$ cat src/rtl/alu_pkg.sv
// Shared definitions for the 64-bit LEGv8 ALU: operation codes, data width
// and the bit positions of the NZCV flags.
package alu_pkg;

  localparam int DATA_W = 64;

  typedef enum logic [3:0] {
    ALU_AND   = 4'b0000,
    ALU_OR    = 4'b0001,
    ALU_ADD   = 4'b0010,
    ALU_SUB   = 4'b0110,
    ALU_PASSB = 4'b0111
  } alu_op_e;

  localparam int FLAG_N = 3;
  localparam int FLAG_Z = 2;
  localparam int FLAG_C = 1;
  localparam int FLAG_V = 0;

endpackage

$ cat src/rtl/alu_adder.sv
// Shared 64-bit adder/subtractor: sub inverts b and injects the carry-in,
// so a single carry chain serves both ADD and SUB.
module alu_adder
  import alu_pkg::*;
(
  input  logic [DATA_W-1:0] a,
  input  logic [DATA_W-1:0] b,
  input  logic              sub,
  output logic [DATA_W-1:0] sum,
  output logic              carry,
  output logic              overflow
);

  logic [DATA_W-1:0] b_eff;
  logic [DATA_W:0]   full;

  assign b_eff = sub ? ~b : b;
  assign full  = {1'b0, a} + {1'b0, b_eff} + {{DATA_W{1'b0}}, sub};

  assign sum   = full[DATA_W-1:0];
  assign carry = full[DATA_W];

  // Signed overflow: both adder inputs share a sign the sum does not.
  assign overflow = (a[DATA_W-1] == b_eff[DATA_W-1]) && (sum[DATA_W-1] != a[DATA_W-1]);

endmodule

$ cat src/rtl/alu.sv
// Combinational 64-bit ALU with zero flag and a registered NZCV status.
// Define ALU_FLAGS_EN to build the flag logic; otherwise flags_q reads 0.
module alu
  import alu_pkg::*;
(
  input  logic              clk,
  input  logic              reset_n,
  input  logic [DATA_W-1:0] a,
  input  logic [DATA_W-1:0] b,
  input  logic [3:0]        ALUControl,
  output logic [DATA_W-1:0] result,
  output logic              zero,
  output logic [3:0]        flags_q
);

  logic [DATA_W-1:0] sum;
  logic              carry;
  logic              overflow;
  logic              is_sub;
  logic              is_arith;

  assign is_sub   = (ALUControl == ALU_SUB);
  assign is_arith = (ALUControl == ALU_ADD) || is_sub;

  alu_adder u_adder (
    .a        (a),
    .b        (b),
    .sub      (is_sub),
    .sum      (sum),
    .carry    (carry),
    .overflow (overflow)
  );

  always_comb begin
    result = '0;
    case (ALUControl)
      ALU_AND:   result = a & b;
      ALU_OR:    result = a | b;
      ALU_ADD:   result = sum;
      ALU_SUB:   result = sum;
      ALU_PASSB: result = b;
      default:   result = '0;
    endcase
  end

  assign zero = (result == '0);

`ifdef ALU_FLAGS_EN
  logic [3:0] flags_d;

  always_comb begin
    flags_d         = 4'b0000;
    flags_d[FLAG_N] = result[DATA_W-1];
    flags_d[FLAG_Z] = zero;
    flags_d[FLAG_C] = is_arith & carry;
    flags_d[FLAG_V] = is_arith & overflow;
  end

  always_ff @(posedge clk) begin
    if (!reset_n) flags_q <= 4'b0000;
    else          flags_q <= flags_d;
  end
`else
  // Flag logic is not built; these inputs only keep the port list stable.
  logic unused_ok;
  assign unused_ok = &{1'b0, clk, reset_n, carry, overflow, is_arith};
  assign flags_q   = 4'b0000;
`endif

endmodule

$ cat config.mk
export PLATFORM = sky130hd
export DESIGN_NAME = alu
export DESIGN_NICKNAME = d
export VERILOG_FILES = /design/src/rtl/alu_pkg.sv /design/src/rtl/alu_adder.sv /design/src/rtl/alu.sv
export SDC_FILE = /design/constraint.sdc
export NUM_CORES = 1
export LEC_CHECK = 0
export CAP_MARGIN = 5
export CORE_MARGIN = 3
export CORE_UTILIZATION = 25
export DETAILED_ROUTE_END_ITERATION = 8
export GPL_TIMING_DRIVEN = 0
export MAX_ROUTING_LAYER = met4
export PLACE_DENSITY = 0.58
export SLEW_MARGIN = 0
export SYNTH_ARGS = -nofsm -noshare
export SYNTH_HDL_FRONTEND = slang
export SYNTH_SLANG_ARGS = --single-unit
$ cat constraint.sdc
create_clock -name vclk -period 9.3
set_input_delay 1.86 -clock vclk [all_inputs]
set_output_delay 1.86 -clock vclk [all_outputs]
set_load 0.05 [all_outputs]
# ---- Word level (Yosys, flattened, before mapping)
# Cells that the tools add are included.
dict set report op_classes {
  n_lt_le_gt_ge 0
  bitwise 3
  n_mux 2
  reduce_logical 3
  div_mod_pow 0
  n_eq_ne 4
  mul 0
  n_shift 0
  add_sub_neg 2
}
# cell n
set ops {}
lappend ops {{$pmux W64 S4} 1}
lappend ops {{$add A64 B1 Y64} 1}
lappend ops {{$add A64 B64 Y64} 1}
lappend ops {{$and A64 B64 Y64} 1}
lappend ops {{$logic_not A64 Y1} 1}
lappend ops {{$mux W64} 1}
lappend ops {{$not A64 Y64} 1}
lappend ops {{$or A64 B64 Y64} 1}
lappend ops {{$eq A4 B3 Y1 const B} 2}
lappend ops {{$eq A4 B1 Y1 const B} 1}
lappend ops {{$eq A4 B2 Y1 const B} 1}
lappend ops {{$logic_not A4 Y1} 1}
lappend ops {{$reduce_or A2 Y1} 1}
dict set report word_totals {
  wordCells 14
  romBits 0
  output_inout_bits 69
  reg_bits 0
  latchBits 0
  in_bits 134
  n_memories 0
  ramBits 0
}

# ---- Depth between registers and ports, before layout
dict set report logic_depth {
  word_depth 6
  depth_mapped 22
  ltp_nobuf 18
}

# ---- By module
# From an unflattened synthesis, not the netlist that was laid out.
dict set report hier_totals {
  hier_cells 940
  hier_area_um2 6416.2
}
# mod area_per_inst_um2 cells_per_inst instances seq_area_each_um2
set by_module_without_submodules {}
lappend by_module_without_submodules {alu_adder 4455.5 632 1 0.0}
lappend by_module_without_submodules {alu 1960.6 308 1 0.0}

# ---- Least setup slack after synthesis
# No wires, ideal clock.
dict set report synth_path {
  path_kind {input port to output port}
  from {in ALUControl[0]}
  to {out zero}
  path_stages 22
  arrival_ns 7.749
  required_time_ns 7.440
  path_slack_ns -0.309
  n_path_buf 5
  cell_sequence {buf_6 nor3b_4 clkbuf_1 buf_1 nand2_1 clkbuf_1 xnor2_1 ha_1 clkbuf_1 a21oi_1 o21ai_0 a221oi_1 nor2_1 or3b_1 a31oi_1 xnor2_1 o22ai_1 a21oi_1 or4b_1 nor4b_2 nand4b_1 nor3_2}
}
dict set report synth_between {
  elab_chain_len 6
  elab_cells_between_ends 11
  cone_classes {add/sub: 2; eq/ne: 4; mux: 2; reduce/logical: 3}
}
# element line
set synth_lines {}
lappend synth_lines {{start: declaration} alu.sv:10} ;# input logic [3:0] ALUControl,
lappend synth_lines {{$eq A4 B3 Y1} {alu.sv:22, alu.sv:36}}
lappend synth_lines {{$mux W64} alu_adder.sv:17} ;# assign b_eff = sub ? ~b : b;
lappend synth_lines {{$add A64 B64 Y64} alu_adder.sv:18} ;# assign full = {1'b0, a} + {1'b0, b_eff} + {{DATA_W{1'b0}}, sub};
lappend synth_lines {{$add A64 B1 Y64} alu_adder.sv:18}
lappend synth_lines {{$pmux W64 S4 *} alu.sv:36} ;# case (ALUControl)
lappend synth_lines {{via result[45]} alu.sv:11} ;# output logic [DATA_W-1:0] result,
lappend synth_lines {{$logic_not A64 Y1 *} alu.sv:46} ;# assign zero = (result == '0);
lappend synth_lines {{end: declaration} alu.sv:12} ;# output logic zero,
# Mark *: on every way through the listed nets, which the timed path passes. The rest lies on a longest branch.

# ---- Worst setup path after layout
dict set report layout_path {
  from {in ALUControl[3]}
  to {out zero}
}
dict set report layout_between {
  elab_chain_len 6
  elab_cells_between_ends 11
  cone_classes {add/sub: 2; eq/ne: 4; mux: 2; reduce/logical: 3}
}
# element line
set layout_lines {}
lappend layout_lines {{$eq A4 B3 Y1} {alu.sv:22, alu.sv:36}}
lappend layout_lines {{$mux W64} alu_adder.sv:17}
lappend layout_lines {{$add A64 B64 Y64} alu_adder.sv:18}
lappend layout_lines {{$add A64 B1 Y64} alu_adder.sv:18}
lappend layout_lines {{$pmux W64 S4 *} alu.sv:36}
lappend layout_lines {{$logic_not A64 Y1 *} alu.sv:46}
# Every way passes the cells marked *; elsewhere a longest branch is shown, timed or not.

==> impl_results.md <==
- WP buf/inv: 5
- Failing checks: negative setup slack
- Seq. cell area: 0 um^2
- CP endpoint kind: primary output
- Residual DRC: 0
- Ports: just over 200
- Max-slew headroom: 0.2952
- Detailed Place HPWL: ~30 mm
- Total global routing overflow: 0
- Period utilisation layout: 1.006
- Post-DRT Antenna Nets: 0
- Final setup fails: 1
- Fin util: 0.3555
- Diode count: 0
- Worst hold-check path type: in2out
- Rows: 60
- Stages on the worst setup path: 22
- Fin nets: 1433
- Run status: finished, violations left
- Initial antenna violation count: 0
- First-pass GRT wire length: 55.10 mm
- Worst path top cell family by delay: simple AND/OR/NAND/NOR gates
- Die area: 29800 um^2
- Main area contributors after synthesis: ha_1, xnor2_1, maj3_1, a21oi_1, a22oi_1
- Commonest cells in the netlist: a21oi_1, xnor2_1, nand2_1, ha_1, nor2_1
- Sequential fraction of the synthesis area: 0
- Clkbuf count: 0
- Largest net degree at the start of global routing: 11
- Mapped Area: 6940 um^2
- Arrival time worst endpoint: roughly 7.5 ns
- Vias in the first global route: 8903
- Min Clock Period, post-route: between 9 and 10 ns
- Core Footprint: 27100 um^2
- Top-count cell post-synth: a21oi_1
- Routed len/inst: about 23 um
- Mapped Cells: 1030
- Crit start category: input port
- Post-synthesis cell type count: 73
- Maximum vdd drop: approximately 39 uV
- Vias: 9079
- Die Span Y: 172.6 um
- First-pass DRT Iterations: 5
- Total Wirelength: 37.27 mm
- Unrepaired setup endpoints after global routing: true
- Area leader, netlist: ha_1
- Crit Path Class: in2out
- Crit path required time: approximately 7.4 ns
- Share of cells above drive strength 1: 0.05637
- Hold Path Depth: 5
- CP Max Fanout: 10
- Final slew viol count: 0
- Crit-path cells: dlygate4sd2_1 > nor3b_4 > clkbuf_8 > buf_6 > nand2_4 > clkbuf_8 > xnor2_1 > ha_1 > a21oi_2 > o21ai_1 > a221oi_2 > nor2_1 > or3b_1 > a31oi_2 > xnor2_1 > o22ai_2 > a21oi_1 > or4b_1 > nor4b_2 > nand4b_1 > nor3_4 > buf_4
- Buffers on Ports: 195
- Die X-Extent: 172.6 um
- Fmax: 0.1068 GHz
- Initial core utilization: 0.2561
- CP peak stage delay: 0.52 ns
- Vias/cell: 5.689
- Worst setup margin: -0.05933 ns
- CTS hold repair buffers: 0
- Gr usage total: 0.2413
- GPL Wtd Cong: ~1
- P per Cell Area: 82.85 nW/um^2
- Max-Cap Viols: 0
- Area growth syn-to-layout: 38.81%
- Synth top area share: 0.1298
- Lkg Pwr: 3.517 nW
- DRT iter0 DRCs: ~780
- Yosys warns: 0
- Slew @ Worst Pin: roughly 1.1 ns
- CP max stage cell: or4b_1
- Mean Syn Cell Area: 6.738 um^2
- Final Hold Viols: 0
- Post-Route Setup TNS: -0.05933 ns
- FF+latch count: 0
per-stage QoR:
step	cell area (um^2)	cells	hold WS (ns)	power, mW	worst slack, ns
4_1_cts	9594	1598	4.640	0.7853	0.01334
5_1_grt	9634	1596	4.569	0.8551	-0.2284
3_5_place_dp	9388	1600	4.742	0.7660	-4.085
3_3_place_gp	9388	1600	4.754	0.7669	-4.079
2_1_floorplan	6970	1033	4.096	0.4960	0.01005
6_report	9634	1596	4.507	0.7982	-0.05933
power by group:
| group | internal (mW) | total, mW | switching [mW] | leakage [nW] |
|---|---|---|---|---|
| Combinational | 0.300 | 0.798 | 0.498 | 3.52 |
| Sequential | 0 | 0 | 0 | 0 |
| Clock | 0 | 0 | 0 | 0 |
tightest hold or removal path: stages:
cell            delay, ns
buf_6                0.13
xnor2_1              0.09
xnor2_1              0.18
o22ai_2              0.08
dlymetal6s2s_1       0.31
layout by cell type, fill, tap and decap left out, types with 6 or more instances in the layout:
master	n
a21o_1	25
a21oi_1	92
a22oi_1	59
a31oi_1	11
buf_1	12
buf_4	10
clkbuf_1	35
clkdlybuf4s50_1	188
ha_1	70
inv_1	24
maj3_1	62
nand2_1	83
nand2b_1	8
nand3_1	18
nand4_1	30
nor2_1	67
nor2b_1	6
nor3_1	16
nor4_1	7
o211ai_1	12
o21a_1	16
o21ai_0	60
o21ai_1	9
o21bai_1	9
o22ai_1	32
o31ai_1	7
or2_2	7
or3_1	15
or4_1	6
xnor2_1	89
xor2_1	20
final timing paths:
check / from / endpoint / slack (ns)
setup / recovery: ALUControl[3] / zero / -0.06
hold / removal: ALUControl[2] / result[63] / 4.51
layout make-up:
class,instances,area (um^2)
inverter,24,90.09
timing repair buffer,198,1982
fill,2969,17470
multi-input combinational,937,6761
buffer,65,335.3
tap,372,465.4
metal layers:
metal	routed length (um)	track usage
met5	0	-
met4	669	0.03616
met3	2760	0.03469
met2	16930	0.3948
met1	16900	0.3232
logic make-up after synthesis:
family | after synthesis | share of synthesized area
xor gates and xnor gates | 111 | 0.1401
and+or+nand+nor | 300 | 0.2180
AOI/OAI and AO/OA | 383 | 0.3551
buffers and inverters | 96 | 0.05823
muxes | 3 | 0.004327
other | 1 | 0.0005403
adders and majority gates | 136 | 0.2237
repair_timing:
item                                    in CTS  in global routing
gates cloned                                 0                  0
endpoints found under the setup margin      63                  7
gates resized for setup                     65                 15
buffers inserted                             3                  0
pin swaps                                    8                  2
(Power assumes the default switching activity.)
